==> src/rtl/fetch_ctrl_if.sv <==
// Fetch-control bus: hazard/redirect requests from the pipeline and the
// stall/flush/redirect controls returned to it.
interface fetch_ctrl_if;
   logic        BranchTaken_E;
   logic [63:0] BranchTarget_E;
   logic        Jump_D;
   logic [63:0] JumpTarget_D;
   logic        LoadUse_D;
   logic        PCWrite_F;
   logic [63:0] PCTarget;
   logic        StallF;
   logic        StallD;
   logic        FlushD;
   logic        FlushE;
   logic        Halted;
   logic [63:0] BadTarget;
   logic [31:0] RedirectCount;

   // Pipeline side: raises requests, consumes controls.
   modport master (
      output BranchTaken_E, BranchTarget_E, Jump_D, JumpTarget_D, LoadUse_D,
      input  PCWrite_F, PCTarget, StallF, StallD, FlushD, FlushE,
      input  Halted, BadTarget, RedirectCount
   );

   // Controller side.
   modport slave (
      input  BranchTaken_E, BranchTarget_E, Jump_D, JumpTarget_D, LoadUse_D,
      output PCWrite_F, PCTarget, StallF, StallD, FlushD, FlushE,
      output Halted, BadTarget, RedirectCount
   );
endinterface

==> src/rtl/fetch_ctrl.sv <==
// Fetch controller: boot hold, branch/jump redirect with load-use stalls,
// and a sticky halt on a misaligned redirect target.
module fetch_ctrl #(
   parameter int unsigned BOOT_CYCLES = 2
) (
   input  logic         clk,
   input  logic         rst,
   fetch_ctrl_if.slave  bus
);

   typedef enum logic [1:0] {ST_BOOT, ST_RUN, ST_HALT} state_t;

   state_t      r_state;
   state_t      w_state_nxt;
   logic [3:0]  r_boot_cnt;
   logic [63:0] r_bad_target;
   logic [31:0] r_redirect_cnt;

   logic        w_redir;
   logic        w_redir_branch;
   logic [63:0] w_target;
   logic        w_misalign;
   logic        w_pcwrite;
   logic [63:0] w_pctarget;
   logic        w_stallf;
   logic        w_stalld;
   logic        w_flushd;
   logic        w_flushe;
   logic        w_halted;

   // A branch outranks everything; a load-use stall defers a jump by a cycle.
   always_comb begin
      w_redir        = 1'b0;
      w_redir_branch = 1'b0;
      w_target       = '0;
      if (!rst && r_state == ST_RUN) begin
         if (bus.BranchTaken_E) begin
            w_redir        = 1'b1;
            w_redir_branch = 1'b1;
            w_target       = bus.BranchTarget_E;
         end else if (!bus.LoadUse_D && bus.Jump_D) begin
            w_redir  = 1'b1;
            w_target = bus.JumpTarget_D;
         end
      end
   end

   assign w_misalign = w_redir && (w_target[1:0] != 2'b00);

   always_ff @(posedge clk) begin
      if (rst) r_state <= ST_BOOT;
      else     r_state <= w_state_nxt;
   end

   always_comb begin
      w_state_nxt = r_state;
      case (r_state)
         ST_BOOT: if (r_boot_cnt == 4'd1) w_state_nxt = ST_RUN;
         ST_RUN:  if (w_misalign)         w_state_nxt = ST_HALT;
         ST_HALT: w_state_nxt = ST_HALT;
         default: w_state_nxt = ST_BOOT;
      endcase
   end

   always_comb begin
      w_pcwrite  = 1'b0;
      w_pctarget = '0;
      w_stallf   = 1'b0;
      w_stalld   = 1'b0;
      w_flushd   = 1'b0;
      w_flushe   = 1'b0;
      w_halted   = 1'b0;
      if (rst) begin
         w_stallf = 1'b1;
         w_flushd = 1'b1;
      end else begin
         case (r_state)
            ST_RUN: begin
               if (w_misalign) begin
                  w_stallf = 1'b1;
                  w_flushd = 1'b1;
                  w_flushe = 1'b1;
               end else if (w_redir) begin
                  w_pcwrite  = 1'b1;
                  w_pctarget = w_target;
                  w_flushd   = 1'b1;
                  w_flushe   = w_redir_branch;
               end else if (bus.LoadUse_D) begin
                  w_stallf = 1'b1;
                  w_stalld = 1'b1;
                  w_flushe = 1'b1;
               end
            end
            ST_HALT: begin
               w_stallf = 1'b1;
               w_flushd = 1'b1;
               w_flushe = 1'b1;
               w_halted = 1'b1;
            end
            default: begin
               w_stallf = 1'b1;
               w_flushd = 1'b1;
            end
         endcase
      end
   end

   always_ff @(posedge clk) begin
      if (rst) begin
         r_boot_cnt <= 4'(BOOT_CYCLES);
      end else if (r_state == ST_BOOT && r_boot_cnt != 4'd1) begin
         r_boot_cnt <= r_boot_cnt - 4'd1;
      end
   end

   always_ff @(posedge clk) begin
      if (rst) begin
         r_bad_target   <= '0;
         r_redirect_cnt <= '0;
      end else begin
         if (w_misalign) r_bad_target <= w_target;
         // Saturate rather than wrap.
         if (w_pcwrite && r_redirect_cnt != 32'hFFFF_FFFF)
            r_redirect_cnt <= r_redirect_cnt + 32'd1;
      end
   end

   assign bus.PCWrite_F     = w_pcwrite;
   assign bus.PCTarget      = w_pctarget;
   assign bus.StallF        = w_stallf;
   assign bus.StallD        = w_stalld;
   assign bus.FlushD        = w_flushd;
   assign bus.FlushE        = w_flushe;
   assign bus.Halted        = w_halted;
   assign bus.BadTarget     = r_bad_target;
   assign bus.RedirectCount = r_redirect_cnt;

endmodule

==> src/flat_wrapper.sv <==
// flat-port wrapper written by rule: the top's interface ports become plain ports
module fetch_ctrl_flat 
#(
   parameter int unsigned BOOT_CYCLES = 2
)
  (clk, rst, bus_BranchTaken_E, bus_BranchTarget_E, bus_Jump_D, bus_JumpTarget_D, bus_LoadUse_D, bus_PCWrite_F, bus_PCTarget, bus_StallF, bus_StallD, bus_FlushD, bus_FlushE, bus_Halted, bus_BadTarget, bus_RedirectCount);
  fetch_ctrl_if bus_i ();
  input  logic clk;
  input  logic rst;
  input wire logic [$bits(bus_i.BranchTaken_E)-1:0] bus_BranchTaken_E;
  input wire logic [$bits(bus_i.BranchTarget_E)-1:0] bus_BranchTarget_E;
  input wire logic [$bits(bus_i.Jump_D)-1:0] bus_Jump_D;
  input wire logic [$bits(bus_i.JumpTarget_D)-1:0] bus_JumpTarget_D;
  input wire logic [$bits(bus_i.LoadUse_D)-1:0] bus_LoadUse_D;
  output wire logic [$bits(bus_i.PCWrite_F)-1:0] bus_PCWrite_F;
  output wire logic [$bits(bus_i.PCTarget)-1:0] bus_PCTarget;
  output wire logic [$bits(bus_i.StallF)-1:0] bus_StallF;
  output wire logic [$bits(bus_i.StallD)-1:0] bus_StallD;
  output wire logic [$bits(bus_i.FlushD)-1:0] bus_FlushD;
  output wire logic [$bits(bus_i.FlushE)-1:0] bus_FlushE;
  output wire logic [$bits(bus_i.Halted)-1:0] bus_Halted;
  output wire logic [$bits(bus_i.BadTarget)-1:0] bus_BadTarget;
  output wire logic [$bits(bus_i.RedirectCount)-1:0] bus_RedirectCount;
  assign bus_i.BranchTaken_E = bus_BranchTaken_E;
  assign bus_i.BranchTarget_E = bus_BranchTarget_E;
  assign bus_i.Jump_D = bus_Jump_D;
  assign bus_i.JumpTarget_D = bus_JumpTarget_D;
  assign bus_i.LoadUse_D = bus_LoadUse_D;
  assign bus_PCWrite_F = bus_i.PCWrite_F;
  assign bus_PCTarget = bus_i.PCTarget;
  assign bus_StallF = bus_i.StallF;
  assign bus_StallD = bus_i.StallD;
  assign bus_FlushD = bus_i.FlushD;
  assign bus_FlushE = bus_i.FlushE;
  assign bus_Halted = bus_i.Halted;
  assign bus_BadTarget = bus_i.BadTarget;
  assign bus_RedirectCount = bus_i.RedirectCount;
  fetch_ctrl #(.BOOT_CYCLES(BOOT_CYCLES)) u_core (.clk(clk), .rst(rst), .bus(bus_i));
endmodule
==> config.mk <==
export PLATFORM = sky130hd
export DESIGN_NAME = fetch_ctrl_flat
export DESIGN_NICKNAME = d
export VERILOG_FILES = /design/src/rtl/fetch_ctrl_if.sv /design/src/rtl/fetch_ctrl.sv /design/src/flat_wrapper.sv
export SDC_FILE = /design/constraint.sdc
export NUM_CORES = 1
export LEC_CHECK = 0
export ABC_CLOCK_PERIOD_IN_PS = 8800
export CORE_ASPECT_RATIO = 1.2
export CORE_MARGIN = 5
export CORE_UTILIZATION = 42
export CTS_CLUSTER_DIAMETER = 60
export DETAILED_ROUTE_END_ITERATION = 8
export GPL_TIMING_DRIVEN = 0
export HOLD_SLACK_MARGIN = 0.15
export PLACE_DENSITY = 0.83
export SYNTH_ARGS = -nofsm -noshare
export SYNTH_HDL_FRONTEND = slang
export SYNTH_SLANG_ARGS = --single-unit
==> constraint.sdc <==
create_clock -name clk -period 8.8 [get_ports clk]
set_input_delay 2.2 -clock clk [delete_from_list [all_inputs] [get_ports clk]]
set_output_delay 2.2 -clock clk [all_outputs]
set_load 0.005 [all_outputs]
==> results.tsv, run 1 <==
metric	value	unit
status	completed	
root_buffer	clkbuf_16	
ys_seq_area_share	38.48	%
die_area	0.01499	mm^2
firstDrtPassIters	5	
ys_types	54	
grt_start_max_net_pins	17	
worstPathMaxFanout	10	
cts_tree	done	
synthMostInstantiatedCell	nor2_1	
hold-path-cell-count	2	
vdd_drop_max	94.20	uV
relSlewSlack	48.13	%
netlist_instances	653	
num-fill-cells	1044	
io_buffers	296	
rows	45	
grt_pass1_wl	32530	um
synthTopCellsByArea	dfxtp_1 (38%), nor2_1 (10%), mux2i_1 (8.5%)	
netlist_area	0.005306	mm^2
grt_antenna_before_repair	0	
first_iter_violations	290	
ys_top_cells_by_count	nor2_1 (142), dfxtp_1 (102), mux2i_1 (45), a211oi_1 (44), a21oi_1 (44)	
ctsHoldBuffers	0	
cts-buffers-inserted	9	
grt_usage	27.33	%
clock_sinks	102	
timing.setup.tns	0	ps
rsz0062_at_grt	no	
grt-busiest-layer	met2	
antennaDiodeCount	0	
p_per_area	152.4	mW/mm^2
post-route-min-period	7600	ps
multi_input_area	0.003009	mm^2
path_clk_slew	70	ps
cts_setup_buffers	0	
worstHoldPathType	flip-flop to flip-flop	
cp.required	6600	ps
wirelength	21640	um
timing.fmax	131.6	MHz
hold_viol	0	
synth_ff_type	dfxtp_1	
critPathMaxStageDelay	560	ps
hpwlAfterDp	17320	um
cp_cell_sequence	clkdlybuf4s50_1 -> buf_2 -> and3b_1 -> a32oi_4 -> nand2_1 -> buf_2 -> buf_1 -> nor3_1 -> clkdlybuf4s50_1	
whs	453.4	ps
setup_violations	0	
crit_arrival	5400	ps
ys_async_sr_fraction	0	%
postRouteAntennaNets	0	
worstMarginPinSlew	778.1	ps
cts-htree-levels	3	
coreArea	0.01250	mm^2
slew_violations	0	
synth.top_cell.area_share	38.48	%
finalNetCount	1100	
timing.clock.skew	7.076	ps
synth_edf_count	0	
avgSynthCellArea	8.126	um^2
grt_pass1_vias	6000	
start_util	42.45	%
use_met2	46.38	%
gp_congestion	0.9482	
die_y	133.1	um
cts_resized	0	
drt-wirelength-per-cell	19.15	um
grt.overflow.total	0	
max-cap-violations	0	
grt_use_met3	6.633	%
drcViolationCount	0	
ys_warn_count	0	
dp_slack	1263	ps
ys_seq_elements	102	
p_leak	0.003036	uW
setup.worst_path.start_class	input pin	
seqCellArea	0.002042	mm^2
layout_worst_path_cycle_share	86.36	%
drive_gt1_share	4.658	%
die_w	112.6	um
io_pins	299	
insertion_delay	350	ps
grt.met1_usage	32.67	%
vias_per_cell	5.417	
clockBufferDepth	2	
reg2regPathDepth	8	
critPathKind	input pin to output port	
crit_slowest_cell	clkdlybuf4s50_1	
critPathCaptureType	output port	
synth.largest_area_cell	dfxtp_1	
vias	6121	
fin_ws	1200	ps
area_delta_synth_final	65.36	%
-- area by class of cell --
type                            count  share of cell area [%]
Clock buffer                       12                   3.037
Sequential cell                   102                   23.27
Clock inverter                      4                  0.3422
Tap cell                          164                   2.339
Inverter                           14                  0.5989
Multi-Input combinational cell    489                   34.29
Timing Repair Buffer              296                   33.77
Buffer                             49                   2.353
-- through the flow --
| step | utilization, % | instances | total power (uW) | cell area (um^2) |
|---|---|---|---|---|
| 2_1_floorplan | - | 654 | 728.9 | 5310 |
| 3_5_place_dp | 67.83 | 1114 | 945.1 | 8478 |
| 4_1_cts | 70.20 | 1130 | 1338 | 8775 |
| 5_1_grt | 70.20 | 1130 | 1394 | 8775 |
| 6_report | 70.20 | 1130 | 1337 | 8775 |
| 3_3_place_gp | 67.83 | 1114 | 937.5 | 8478 |
-- registers in the layout, summed over array words and instances (netlist names) --
| signal | cells |
|---|---|
| u_core.bus.BadTarget | 64 |
| u_core.bus.RedirectCount | 32 |
| u_core.r_boot_cnt | 4 |
| u_core.r_state | 2 |
-- kinds of logic (layout without fill, tap and decap cells) --
group,Yosys count,after routing,share of synthesized area [%]
fa+ha+maj,6,6,1.415
other cells,1,2,0.07067
mux,54,54,10.40
compound gates,126,126,16.18
flops,102,102,38.48
buf+inv,63,375,4.881
xor+xnor,3,3,0.4953
simple gates,298,298,28.08
-- worst max-delay path, delay by kind of cell --
family	cells	cell delay (ps)
buf+inv	5	1880
simple gates	3	900
compound gates	1	390
-- final timing paths --
kind / start / endpoint / slack (ps)
worst min register to register: u_core.bus.BadTarget[47] / u_core.bus.BadTarget[47] / 450
worst min-delay path: u_core.bus.BadTarget[47] / u_core.bus.BadTarget[47] / 450
worst max register to register: u_core.r_state[1] / u_core.bus.BadTarget[24] / 6070
worst max-delay path: rst / bus_PCTarget[46] / 1200
-- cell usage in the layout, fill, tap and decap left out, types with 11 or more instances in the layout --
| cell type | count |
|---|---|
| clkdlybuf4s50_1 | 296 |
| inv_1 | 14 |
| or4_1 | 23 |
| nor4_1 | 21 |
| clkbuf_1 | 24 |
| mux2i_1 | 45 |
| or3_1 | 15 |
| nand2_1 | 38 |
| nor2_1 | 142 |
| buf_1 | 11 |
| dfxtp_1 | 102 |
| nand3_1 | 12 |
| a21oi_1 | 44 |
| buf_2 | 12 |
| a211oi_1 | 44 |
-- where the power goes --
group	total [uW]	switching (uW)	internal [uW]
clock	398	182	216
sequential	526	25.9	500
combinational	414	206	208
total	1340	413	924
-- metal layers --
metal	share of wire [%]	vias up
met5	0	-
met4	3.6	0
met3	7.9	43
met2	49	276
met1	40	2834
li1	-	2968
(Power assumes the default switching activity.)
==> inputs of run 2 (changes only) <==
--- a/config.mk
+++ b/config.mk
@@ -12,7 +12,7 @@
 export CTS_CLUSTER_DIAMETER = 60
 export DETAILED_ROUTE_END_ITERATION = 8
 export GPL_TIMING_DRIVEN = 0
-export HOLD_SLACK_MARGIN = 0.15
+export MAX_ROUTING_LAYER = met4
 export PLACE_DENSITY = 0.83
 export SYNTH_ARGS = -nofsm -noshare
 export SYNTH_HDL_FRONTEND = slang
==> results.tsv, run 2 (synthesis results as in run 1) <==
metric	value	unit	change
drcViolationCount	0		unchanged
cts-buffers-inserted	9		unchanged
r2r_slack	6140	ps	+70 ps
timing.rr.end	u_core.bus.BadTarget[23]		
root_buffer	clkbuf_16		
setup.worst_path.start_class	input pin		
hold-path-cell-count	2		unchanged
worstHoldPathType	flip-flop to flip-flop		
crit_slowest_cell	clkdlybuf4s50_1		
coreArea	0.01250	mm^2	unchanged
die_w	112.6	um	unchanged
timing.setup.tns	0	ps	unchanged
timing.fmax	134.1	MHz	+1.9%
start_util	42.45	%	unchanged
first_iter_violations	283		-2.4%
setup_violations	0		unchanged
relSlewSlack	49.00	%	+0.87 points
cts-htree-levels	3		unchanged
r2r-start	u_core.r_state[1]		
grt_antenna_before_repair	0		unchanged
critPathMaxStageDelay	560	ps	about the same
vias_per_cell	5.381		-0.67%
ctsHoldBuffers	0		unchanged
num-fill-cells	1012		-3.1%
crit_family	buffers and inverters		
crit_arrival	5250	ps	-150 ps
firstDrtPassIters	5		unchanged
cts_tree	done		
grt_pass1_vias	5895		-1.8%
reg2regPathDepth	8		unchanged
critPathBufInv	5		unchanged
postLayoutCoreUtil	70.05	%	-0.15 points
grt_start_max_net_pins	17		unchanged
rows	45		unchanged
hold_path_end	u_core.bus.BadTarget[56]		
largest_reg_flops	64		unchanged
cp_cell_sequence	clkdlybuf4s50_1 -> buf_2 -> and3b_1 -> a32oi_4 -> nand2_1 -> buf_2 -> buf_1 -> nor3_1 -> clkdlybuf4s50_1		
rsz0062_at_grt	no		
power	1314	uW	-1.8%
timing.clock.skew	8.066	ps	+0.9894 ps
layout_worst_path_cycle_share	84.71	%	-1.7 points
worstHoldStart	u_core.bus.BadTarget[56]		
antennaDiodeCount	0		unchanged
post-route-min-period	7454	ps	-145.3 ps
grt_usage	27.84	%	+0.51 points
critPathKind	input pin to output port		
seqCellArea	0.002042	mm^2	unchanged
io_buffers	296		unchanged
die_y	133.1	um	unchanged
vias	6080		-0.67%
vdd_drop_max	88.61	uV	-5.9%
hold_viol	0		unchanged
path_clk_slew	70	ps	about the same
hpwlAfterDp	17210	um	-0.64%
die_area	0.01499	mm^2	unchanged
postRouteAntennaNets	0		unchanged
drive_gt1_share	4.555	%	-0.10 points
insertion_delay	350	ps	about the same
final_common_cell	clkdlybuf4s50_1		
layout_common_cells	clkdlybuf4s50_1 (296), nor2_1 (142), dfxtp_1 (102)		
finalNetCount	1100		unchanged
cts_setup_buffers	0		unchanged
cp.required	6600	ps	about the same
p_leak	0.003027	uW	-0.31%
grt_pass1_wl	32110	um	-1.3%
multi_input_area	0.003009	mm^2	unchanged
slew_violations	0		unchanged
status	completed		
critPathCaptureType	output port		
cts_resized	0		unchanged
clock_sinks	102		unchanged
clockBufferDepth	2		unchanged
max-cap-violations	0		unchanged
io_pins	299		unchanged
worstPathMaxFanout	10		unchanged
gp_congestion	0.9746		+2.8%
worstMarginPinSlew	765.1	ps	-13.05 ps
drt-wirelength-per-cell	19.00	um	-0.76%
p_per_area	150.0	mW/mm^2	-1.6%
area_delta_synth_final	65.01	%	
grt.overflow.total	0		unchanged
wirelength	21470	um	-0.76%
[run 2: cell count changes in the layout (fill, tap and decap cells not counted)]
cell | previous run | this run
clkbuf_8 | 3 | 1
clkbuf_1 | 24 | 25
clkinv_2 | 1 | 2
[run 2: per-layer routing]
metal	global-route usage (%)	vias to the layer above	part of all wire (%)
met2	46.57	279	49
met4	9.820	0	3.1
met1	32.23	2786	39
li1	-	2975	-
met5	-	-	0
met3	7.179	40	8.3
[run 2: power by group]
group / total (uW) / switching (uW) / internal [uW]
clock: 379 / 179 / 200
combinational: 411 / 203 / 208
sequential: 524 / 24.1 / 500
[run 2: worst max path at each step]
stage                                  end  slack, ps  startpoint  cells after the start
after floorplan           bus_PCTarget[30]       2910         rst                      7
after global placement    bus_PCTarget[46]       1290         rst                      9
after detailed placement  bus_PCTarget[46]       1330         rst                      9
after CTS                 bus_PCTarget[46]       1310         rst                      9
after global routing      bus_PCTarget[46]       1070         rst                      9
final                     bus_PCTarget[46]       1350         rst                      9
[run 2: cell type report]
type | count | share of cell area (%)
sequential | 102 | 23.32
tap | 164 | 2.344
multi-input combinational | 489 | 34.37
clock inverter | 5 | 0.4001
buffer | 49 | 2.358
inverter | 14 | 0.6002
timing repair buffer | 296 | 33.84
clock buffer | 11 | 2.772
[run 2: through the flow]
stage / instance area (um^2) / worst slack, ps / instances / hold WS (ps)
floorplan: 5310 / 2912 / 654 / 448.2
global placement: 8478 / 1287 / 1114 / 437.7
detailed placement: 8478 / 1333 / 1114 / 444.1
CTS: 8756 / 1310 / 1130 / 453.6
global route: 8756 / 1070 / 1130 / 480.9
finish: 8756 / 1346 / 1130 / 452.1
[run 2: worst min-delay path, delay by kind of cell, from the launching register on]
| kind | cells | cell delay, ps |
|---|---|---|
| flip-flops | 1 | 310 |
| AND/OR/NAND/NOR | 1 | 50 |
| AO/OA/AOI/OAI | 1 | 50 |
==> inputs of run 3 (changes only) <==
--- a/config.mk
+++ b/config.mk
@@ -5,15 +5,15 @@
 export SDC_FILE = /design/constraint.sdc
 export NUM_CORES = 1
 export LEC_CHECK = 0
-export ABC_CLOCK_PERIOD_IN_PS = 8800
+export ABC_CLOCK_PERIOD_IN_PS = 6300
 export CORE_ASPECT_RATIO = 1.2
 export CORE_MARGIN = 5
-export CORE_UTILIZATION = 42
+export CORE_UTILIZATION = 35
 export CTS_CLUSTER_DIAMETER = 60
 export DETAILED_ROUTE_END_ITERATION = 8
 export GPL_TIMING_DRIVEN = 0
 export MAX_ROUTING_LAYER = met4
-export PLACE_DENSITY = 0.83
+export PLACE_DENSITY = 0.73
 export SYNTH_ARGS = -nofsm -noshare
 export SYNTH_HDL_FRONTEND = slang
 export SYNTH_SLANG_ARGS = --single-unit
==> constraint.sdc (replaced) <==
create_clock -name clk -period 6.3 [get_ports clk]
set_input_delay 1.575 -clock clk [delete_from_list [all_inputs] [get_ports clk]]
set_output_delay 1.575 -clock clk [all_outputs]
set_load 0.005 [all_outputs]
==> results.tsv, run 3 (synthesis results as in run 1) <==
metric	value	unit	change
cp.required	4720	ps	-1880 ps
crit_arrival	4570	ps	-680 ps
crit_slowest_cell	clkdlybuf4s50_1		
dp_slack	-47.28	ps	-1380 ps
layout_common_cells	clkdlybuf4s50_1 (296), nor2_1 (142), dfxtp_1 (102)		
setup_violations	0		unchanged
grt_pass1_vias	5733		-2.7%
ctsHoldBuffers	0		unchanged
io_buffers	296		unchanged
p_seq_share	39.4	%	-0.5 points
critPathCaptureType	output port		
status	completed		
max-cap-violations	0		unchanged
grt_pass1_wl	32220	um	+0.35%
die_w	122.4	um	+8.7%
cts-htree-levels	3		unchanged
setup.worst_path.start_class	input pin		
grt_antenna_before_repair	0		unchanged
worstHoldStart	u_core.bus.BadTarget[17]		
first_iter_violations	278		-1.8%
crit_family	buffers and inverters		
wirelength	21610	um	+0.64%
antennaDiodeCount	0		unchanged
dp_cells	1154		+3.6%
clockBufferDepth	2		unchanged
cp_cell_sequence	clkdlybuf4s50_1 -> buf_2 -> o211ai_1 -> nand2_2 -> buf_2 -> buf_1 -> nor3_1 -> clkdlybuf4s50_1		
coreArea	0.01496	mm^2	+20%
root_buffer	clkbuf_16		
io_pins	299		unchanged
relSlewSlack	47.70	%	-1.3 points
worstPathMaxFanout	10		unchanged
p_per_area	210.1	mW/mm^2	+40%
rsz0062_at_grt	no		
power	1856	uW	+41%
gp_congestion	0.8904		-8.6%
p_sw_share	30.41	%	-0.48 points
critPathKind	input pin to output port		
p_int	1292	uW	+42%
largest_reg_flops	64		unchanged
die_y	144.9	um	+8.8%
post_dp_cell_area	0.008528	mm^2	+0.59%
start_util	35.47	%	-7.0 points
clock_sinks	102		unchanged
die_area	0.01773	mm^2	+18%
r2r-start	u_core.r_state[1]		
insertion_delay	350	ps	about the same
hpwlAfterDp	17160	um	-0.26%
timing.clock.skew	6.200	ps	-1.865 ps
area_delta_synth_final	66.49	%	
worstHoldPathType	flip-flop to flip-flop		
post-route-min-period	6149	ps	
hold_viol	0		unchanged
clkPwrFrac	29.6	%	+0.8 points
drcViolationCount	0		unchanged
critPathMaxStageDelay	560	ps	about the same
vdd_drop_max	141.8	uV	+60%
vias	6032		-0.79%
firstDrtPassIters	5		unchanged
postRouteAntennaNets	0		unchanged
drt-wirelength-per-cell	18.44	um	-3.0%
p_comb_share	31.0	%	-0.3 points
drive_gt1_share	4.752	%	+0.20 points
worstMarginPinSlew	784.5	ps	+19.43 ps
fin_ws	151.1	ps	-1194 ps
critPathBufInv	5		unchanged
layoutNonFillerInstCount	1172		+3.7%
finalNetCount	1102		+0.18%
grt_start_max_net_pins	16		-1
slew_violations	0		unchanged
final_common_cell	clkdlybuf4s50_1		
p_leak	0.003034	uW	+0.24%
path_clk_slew	70	ps	about the same
rows	49		+8.9%
grt_usage	24.23	%	-3.6 points
power.switching	564.3	uW	+39%
layout_worst_path_cycle_share	97.60	%	
timing.fmax	162.6	MHz	
grt.overflow.total	0		unchanged
cts-buffers-inserted	9		unchanged
cts_tree	done		
vias_per_cell	5.147		-4.3%
design_area	0.008835	mm^2	+0.90%
critPathLaunch	bus_BranchTaken_E		
run 3: changes by cell type in the layout (fill, tap and decap cells not counted), sizes merged:
| cell | change |
|---|---|
| buf | +3 |
| clkbuf | +2 |
| clkinv | -4 |
| clkinvlp | +1 |
run 3: final timing paths:
check / to / slack (ps) / cells past startpoint
worst max-delay path: bus_PCTarget[46] / 150 / 8
worst max register to register: u_core.bus.BadTarget[29] / 3690 / 8
worst min register to register: u_core.bus.BadTarget[17] / 450 / 2
worst min-delay path: u_core.bus.BadTarget[17] / 450 / 2
run 3: repair_timing:
action,CTS,global route
buffers inserted,0,2
setup endpoints to repair,2,9
pin swaps,0,1
resized for setup,1,1
run 3: power by group through the flow:
stage | clock (uW) | sequential, uW | combinational, uW
6_report | 549 | 731 | 576
4_1_cts | 560 | 731 | 578
5_1_grt | 589 | 738 | 629
3_5_place_dp | 0 | 745 | 574
2_1_floorplan | 0 | 745 | 273
3_3_place_gp | 0 | 743 | 571
run 3: cell type report:
type | count | area [um^2]
fillers | 1440 | 6125
multi-input cells | 489 | 3012
repair buffers | 298 | 2978
flip-flops and latches | 102 | 2042
clock buffers | 14 | 274.0
well taps | 204 | 255.2
plain buffers | 49 | 206.4
inverters | 14 | 52.55
clock inverters | 2 | 15.01
run 3: routing by layer:
layer | global-route usage [%] | vias to the layer above | part of all wire, %
met5 | - | - | 0
met4 | 7.017 | 0 | 2.4
met3 | 6.065 | 27 | 7.6
met2 | 40.16 | 252 | 49
met1 | 29.26 | 2777 | 41
li1 | - | 2976 | -
run 3: per-stage QoR:
| stage | hold slack (ps) | TNS [ps] | utilization [%] |
|---|---|---|---|
| after floorplan | 448.2 | 0 | - |
| after global placement | 438.1 | -58.32 | 57.01 |
| after detailed placement | 444.7 | -47.28 | 57.01 |
| after CTS | 454.5 | 0 | 58.96 |
| after global routing | 466.1 | 0 | 59.06 |
| final | 449.9 | 0 | 59.06 |
run 3: tightest hold or removal path: stages, from the launching register on:
cell and delay (ps):
dfxtp_1 310, nand2_1 50, a21oi_1 50
